$ cat config.mk
export PLATFORM = sky130hd
export DESIGN_NAME = usb_tx_ctrl
export DESIGN_NICKNAME = d
export VERILOG_FILES = /design/src/rtl/usb_tx_pkg.sv /design/src/rtl/usb_crc16.sv /design/src/rtl/usb_tx_ctrl.sv
export SDC_FILE = /design/constraint.sdc
export NUM_CORES = 1
export LEC_CHECK = 0
export ABC_CLOCK_PERIOD_IN_PS = 3800
export CORE_MARGIN = 5
export CORE_UTILIZATION = 42
export CTS_CLUSTER_DIAMETER = 100
export DETAILED_ROUTE_END_ITERATION = 10
export GPL_TIMING_DRIVEN = 0
export PLACE_DENSITY = 0.65
export SKIP_LAST_GASP = 1
export SLEW_MARGIN = 30
export SYNTH_ARGS = -nofsm -noshare
export SYNTH_HDL_FRONTEND = slang
export SYNTH_SLANG_ARGS = --single-unit
export TNS_END_PERCENT = 20
$ cat constraint.sdc
create_clock -name clk -period 3.8 [get_ports clk]
set_input_delay 0.57 -clock clk [delete_from_list [all_inputs] [get_ports clk]]
set_output_delay 0.57 -clock clk [all_outputs]
set_load 0.05 [all_outputs]
$ cat src/rtl/usb_tx_pkg.sv
// usb_tx_pkg: shared states, constants and the byte-wise USB CRC16 step.
package usb_tx_pkg;
  typedef enum logic [2:0] {IDLE, SYNC, PID, DATA, CRC_LO, CRC_HI, EOP, IDLE_J} state_t;
  localparam logic [7:0] SYNC_BYTE = 8'h80;
  localparam logic [15:0] CRC16_INIT = 16'hFFFF;
  localparam logic [15:0] CRC16_POLY_REFL = 16'hA001;
  localparam logic [6:0] MAX_DATA_LEN = 7'd64;
  localparam int EOP_BITS = 2;
  localparam logic [1:0] HANDSHAKE_TYPE = 2'b10;
  function automatic logic [15:0] crc16_byte(input logic [15:0] c, input logic [7:0] d);
    logic [15:0] r;
    r = c ^ {8'h00, d};
    for (int i = 0; i < 8; i++) r = r[0] ? (r >> 1) ^ CRC16_POLY_REFL : r >> 1;
    return r;
  endfunction
endpackage

$ cat src/rtl/usb_crc16.sv
// usb_crc16: byte-wise USB CRC16 accumulator with synchronous clear.
module usb_crc16
  import usb_tx_pkg::*;
(
  input  logic        clk,
  input  logic        rst,
  input  logic        clear,
  input  logic        en,
  input  logic [7:0]  data,
  output logic [15:0] crc
);
  always_ff @(posedge clk or posedge rst)
    if (rst) crc <= CRC16_INIT;
    else if (clear) crc <= CRC16_INIT;
    else if (en) crc <= crc16_byte(crc, data);
endmodule

$ cat src/rtl/usb_tx_ctrl.sv
// usb_tx_ctrl: USB packet transmit sequencer (SYNC, PID, data, CRC16, EOP).
// Define USB_TX_UNDERRUN_ABORT_EN to abort on FIFO underrun instead of stalling.
module usb_tx_ctrl
  import usb_tx_pkg::*;
(
  input  logic       clk,
  input  logic       rst,
  input  logic       tx_start,
  input  logic [3:0] tx_pid,
  input  logic [6:0] tx_data_len,
  input  logic [7:0] fifo_rdata,
  input  logic       fifo_empty,
  input  logic       byte_done,
  input  logic       bit_strobe,
  output logic       fifo_pop,
  output logic [7:0] tx_byte,
  output logic       load_byte,
  output logic       timer_en,
  output logic       timer_clear,
  output logic       eop,
  output logic       tx_busy,
  output logic       tx_done,
  output logic       tx_error
);
  state_t state, nxt;
  logic [3:0] pid;
  logic [6:0] rem, rem_n;
  logic stall, stall_n, ecnt, ecnt_n, dl, crc_clr, crc_en;
  logic [15:0] crc;
  wire [6:0] len_c = tx_data_len > MAX_DATA_LEN ? MAX_DATA_LEN : tx_data_len;
  wire hs = pid[1:0] == HANDSHAKE_TYPE;
  usb_crc16 u_crc (.clk(clk), .rst(rst), .clear(crc_clr), .en(crc_en), .data(fifo_rdata), .crc(crc));
  always_ff @(posedge clk or posedge rst)
    if (rst) begin
      state <= IDLE;
      pid <= 4'h0;
      rem <= 7'd0;
      stall <= 1'b0;
      ecnt <= 1'b0;
    end else begin
      state <= nxt;
      rem <= rem_n;
      stall <= stall_n;
      ecnt <= ecnt_n;
      if (state == IDLE && tx_start) pid <= tx_pid;
    end
  always_comb begin
    nxt = state;
    rem_n = rem;
    stall_n = stall;
    ecnt_n = ecnt;
    dl = 1'b0;
    fifo_pop = 1'b0;
    tx_byte = 8'h00;
    load_byte = 1'b0;
    timer_en = state != IDLE;
    timer_clear = 1'b0;
    eop = 1'b0;
    tx_busy = state != IDLE;
    tx_done = 1'b0;
    tx_error = 1'b0;
    crc_clr = 1'b0;
    crc_en = 1'b0;
    case (state)
      IDLE: if (tx_start) begin
        nxt = SYNC;
        timer_clear = 1'b1;
        load_byte = 1'b1;
        tx_byte = SYNC_BYTE;
        rem_n = len_c;
        stall_n = 1'b0;
        ecnt_n = 1'b0;
        crc_clr = 1'b1;
      end
      SYNC: if (byte_done) begin
        nxt = PID;
        load_byte = 1'b1;
        tx_byte = {~pid, pid};
      end
      PID, DATA: if (stall || byte_done) begin
        if (state == PID && hs) nxt = EOP;
        else if (rem == 7'd0) begin
          nxt = CRC_LO;
          load_byte = 1'b1;
          tx_byte = ~crc[7:0];
        end else dl = 1'b1;
      end
      CRC_LO: if (byte_done) begin
        nxt = CRC_HI;
        load_byte = 1'b1;
        tx_byte = ~crc[15:8];
      end
      CRC_HI: if (byte_done) nxt = EOP;
      EOP: begin
        eop = 1'b1;
        if (bit_strobe) begin
          ecnt_n = ecnt + 1'b1;
          if (ecnt == 1'(EOP_BITS - 1)) begin
            nxt = IDLE_J;
            ecnt_n = 1'b0;
          end
        end
      end
      IDLE_J: if (bit_strobe) begin
        tx_done = 1'b1;
        nxt = IDLE;
      end
      default: nxt = IDLE;
    endcase
    // A data load point: either take the FIFO head or handle the underrun.
    if (dl) begin
      if (fifo_empty) begin
`ifdef USB_TX_UNDERRUN_ABORT_EN
        tx_error = 1'b1;
        stall_n = 1'b0;
        nxt = EOP;
`else
        timer_en = 1'b0;
        stall_n = 1'b1;
`endif
      end else begin
        load_byte = 1'b1;
        fifo_pop = 1'b1;
        tx_byte = fifo_rdata;
        rem_n = rem - 7'd1;
        crc_en = 1'b1;
        stall_n = 1'b0;
        nxt = DATA;
      end
    end
  end
endmodule

==> flow_summary.toml <==
[drt]
ant_nets = 0
viasPerCell = 5.659
routed_wl_um = 5406
first_pass_iters = 4
dr.first_iter.drc_count = 117
detailroute.via_count = 1890
drc = 0
wl_per_cell_um = 16.19

[grt]
track_usage_pct = 17.91
grt_overflow = 0
grt_pass1_wl_um = 8735
grt_pass1_vias = 1766
grt_start_max_net_pins = 33
grt_antenna_before_repair = 0

[synth]
ys_seq_area_share_pct = 40.44
synth_warnings = 0
synth.distinct_cells = 48
synthFlopType = "dfstp_2"
async_flop_share_pct = 100.0
synth_area_mm2 = 0.002029
synth_edf_count = 0
syn_avg_cell_area_um2 = 8.710
syn_inst = 233
ys_ff_latch = 32
synth_nets = 259

[timing]
worst_slack_ns = -0.07953
fmax_mhz = 257.8
fin_crit_ns = 3.880
finalCritPeriodShare_pct = 102.1
finalClockSkew_ns = 0.007846
tightest_slew_ns = 0.6700
slew_headroom_pct = 55.27
slew_viol_final = 0
tns_ns = -0.09058
hold_viol = 0
setup_violations = 3
grt_setup_unrepaired = "true"

[floorplanning]
placementRows = 25
start_util_pct = 43.25
die_area_mm2 = 0.006322
io_pins = 41
die_w_um = 79.51
core_mm2 = 0.004692
die_h_um = 79.51

[placement]
dpl.hpwl_um = 3921
post_dp_cell_area_mm2 = 0.002487
dp.cells = 326
portBuffers = 39
place.gp.congestion = 0.8389

[pwr]
seqPwrFrac_pct = 28.7
peakVddDrop_mv = 0.4656
p_leak_uw = 0.001078
p_switching_uw = 1150
p_sw_share_pct = 46.47
power.density_mw_per_mm2 = 960.0
p_int_uw = 1325
combPwrFrac_pct = 60.1
clockPowerShare_pct = 11.2

[worst_setup_path]
path_delay_family = "simple AND/OR/NAND/NOR gates"
end_kind = "output pin"
crit_type = "register to output pin"
worstPathArrival_ns = 3.31
cp_slowest_stage_delay_ns = 0.79
cp.required_ns = 3.23
worst-path-max-fanout = 9
crit_chain = "inv_1 -> ha_1 -> or4b_4 -> nor3_1 -> nand2_1 -> o22ai_1 -> a21o_1 -> clkdlybuf4s50_1"
cp_slowest_cell = "clkdlybuf4s50_1"
critPathLaunchType = "register"
crit_buf_inv = 2

[outcome]
outcome = "finished, violations left"
violations = "setup timing"

[layout]
fin_cells = 334
layout.nets = 305
drive_gt1_share_pct = 12.86
diodes = 0
design_area_mm2 = 0.002579
area_delta_synth_final_pct = 27.07

[cts]
path_clk_slew_ns = 0.07
clockBufferDepth = 2
cts_sinks = 32
h-tree-depth = 2
clk_latency_ns = 0.29
cts-root-buf = "clkbuf_8"
cts_tree = "done"
cts_buffers = 5
postCtsSetupBuffers = 0

[worst_hold_path]
hold_class = "register to register"

[run]
max-cap-violations = 0
[worst reg2reg max path: cells and delay by family (launching register included)]
kind,cells,cell delay (ns)
compound gates,2,0.24
fa+ha+maj,1,0.22
buf+inv,3,0.32
flops,1,0.37
simple gates,3,1.06
[layout make-up]
| cell class | instances | area [um^2] |
|---|---|---|
| clock buffers | 8 | 90.09 |
| flip-flops and latches | 32 | 820.8 |
| repair buffers | 39 | 391.6 |
| plain buffers | 11 | 58.81 |
| multi-input cells | 180 | 1107 |
| well taps | 54 | 67.56 |
| fillers | 450 | 2113 |
| inverters | 10 | 42.54 |
[layer usage]
layer | track usage [%] | vias up | wire length (um)
met2 | 26.13 | 75 | 2431
met4 | 6.186 | 0 | 70
met1 | 25.42 | 891 | 2531
met5 | 0 | - | 0
met3 | 4.740 | 7 | 373
li1 | - | 917 | -
[layout by cell type, fill, tap and decap left out, types with 2 or more instances in the layout]
cell type        instances
nand3_1                  3
nor3_1                  13
nor2_1                  17
xnor2_1                 16
nand2b_1                 4
xor2_1                   5
clkdlybuf4s50_1         37
a21oi_1                 20
inv_1                    8
dfstp_2                 16
buf_4                    2
o21ai_0                 15
or3_1                    3
dfrtp_1                 16
clkbuf_8                 6
clkbuf_1                 8
nand2_1                 38
o211ai_1                 2
o221ai_1                 5
nor2b_1                  2
o22ai_1                  6
a221o_1                  5
o21bai_1                 3
[synthesized netlist by cell type, types with 2 or more instances]
cell type	n	share of area [%]
a21oi_1	20	4.9
a221o_1	5	2.5
buf_4	2	0.74
clkbuf_1	6	1.1
dfrtp_1	16	20
dfstp_2	16	21
inv_1	9	1.7
nand2_1	38	7.0
nand2b_1	4	1.2
nand3_1	3	0.74
nor2_1	17	3.1
nor2b_1	2	0.62
nor3_1	13	3.2
o211ai_1	2	0.74
o21ai_0	15	3.7
o21bai_1	3	1.1
o221ai_1	5	2.2
o22ai_1	6	1.8
or3_1	3	0.92
xnor2_1	16	6.9
xor2_1	5	2.2
[flip-flops by register name (all words and copies together), names as in the netlist]
register,flops
stall,1
ecnt,1
pid,4
state,3
u_crc.crc,16
rem,7
[metrics by stage]
step / setup slack [ns] / util [%] / hold slack (ns) / total power, uW
5_1_grt: -0.1961 / 54.96 / 0.4907 / 2671
3_3_place_gp: -0.08882 / 53.01 / 0.4509 / 2178
3_5_place_dp: -0.07839 / 53.01 / 0.4595 / 2198
4_1_cts: -0.09131 / 54.91 / 0.4700 / 2480
6_report: -0.07953 / 54.96 / 0.4699 / 2476
2_1_floorplan: 0.8505 / - / 0.4402 / 1820
[repair_timing]
item	in CTS	in global routing
gates resized for setup	1	1
endpoints found under the setup margin	6	9
hold buffers	0	0
[power by group through the flow]
stage	clock network (uW)	registers, uW	logic, uW
final	278	710	1490
after global routing	298	732	1640
after CTS	279	708	1490
after detailed placement	0	712	1490
after global placement	0	707	1470
after floorplan	0	666	1150
[final timing paths]
check | startpoint | to | slack (ns) | cells past startpoint
worst max-delay path | rem[0] | tx_byte[7] | -0.08 | 8
worst min-delay path | u_crc.crc[9] | u_crc.crc[1] | 0.47 | 2
worst max register to register | rem[0] | rem[3] | 1.50 | 9
worst min register to register | u_crc.crc[9] | u_crc.crc[1] | 0.47 | 2
max in group asynchronous | rst | state[2] | 2.67 | 2
min in group asynchronous | rst | state[0] | 0.70 | 2
[cells by family (layout without fill, tap and decap cells)]
logic type	Yosys count	in the layout	synth area share, %
multiplexers	1	1	0.4932
XOR/XNOR	22	22	10.17
other	1	1	0.1848
buffers and inverters	21	68	4.993
adder cells (fa/ha/maj)	1	1	0.6164
AND/OR/NAND/NOR	88	88	20.65
AO/OA/AOI/OAI	67	67	22.44
flip-flops	32	32	40.44
Power figures use the tool's default switching activity.
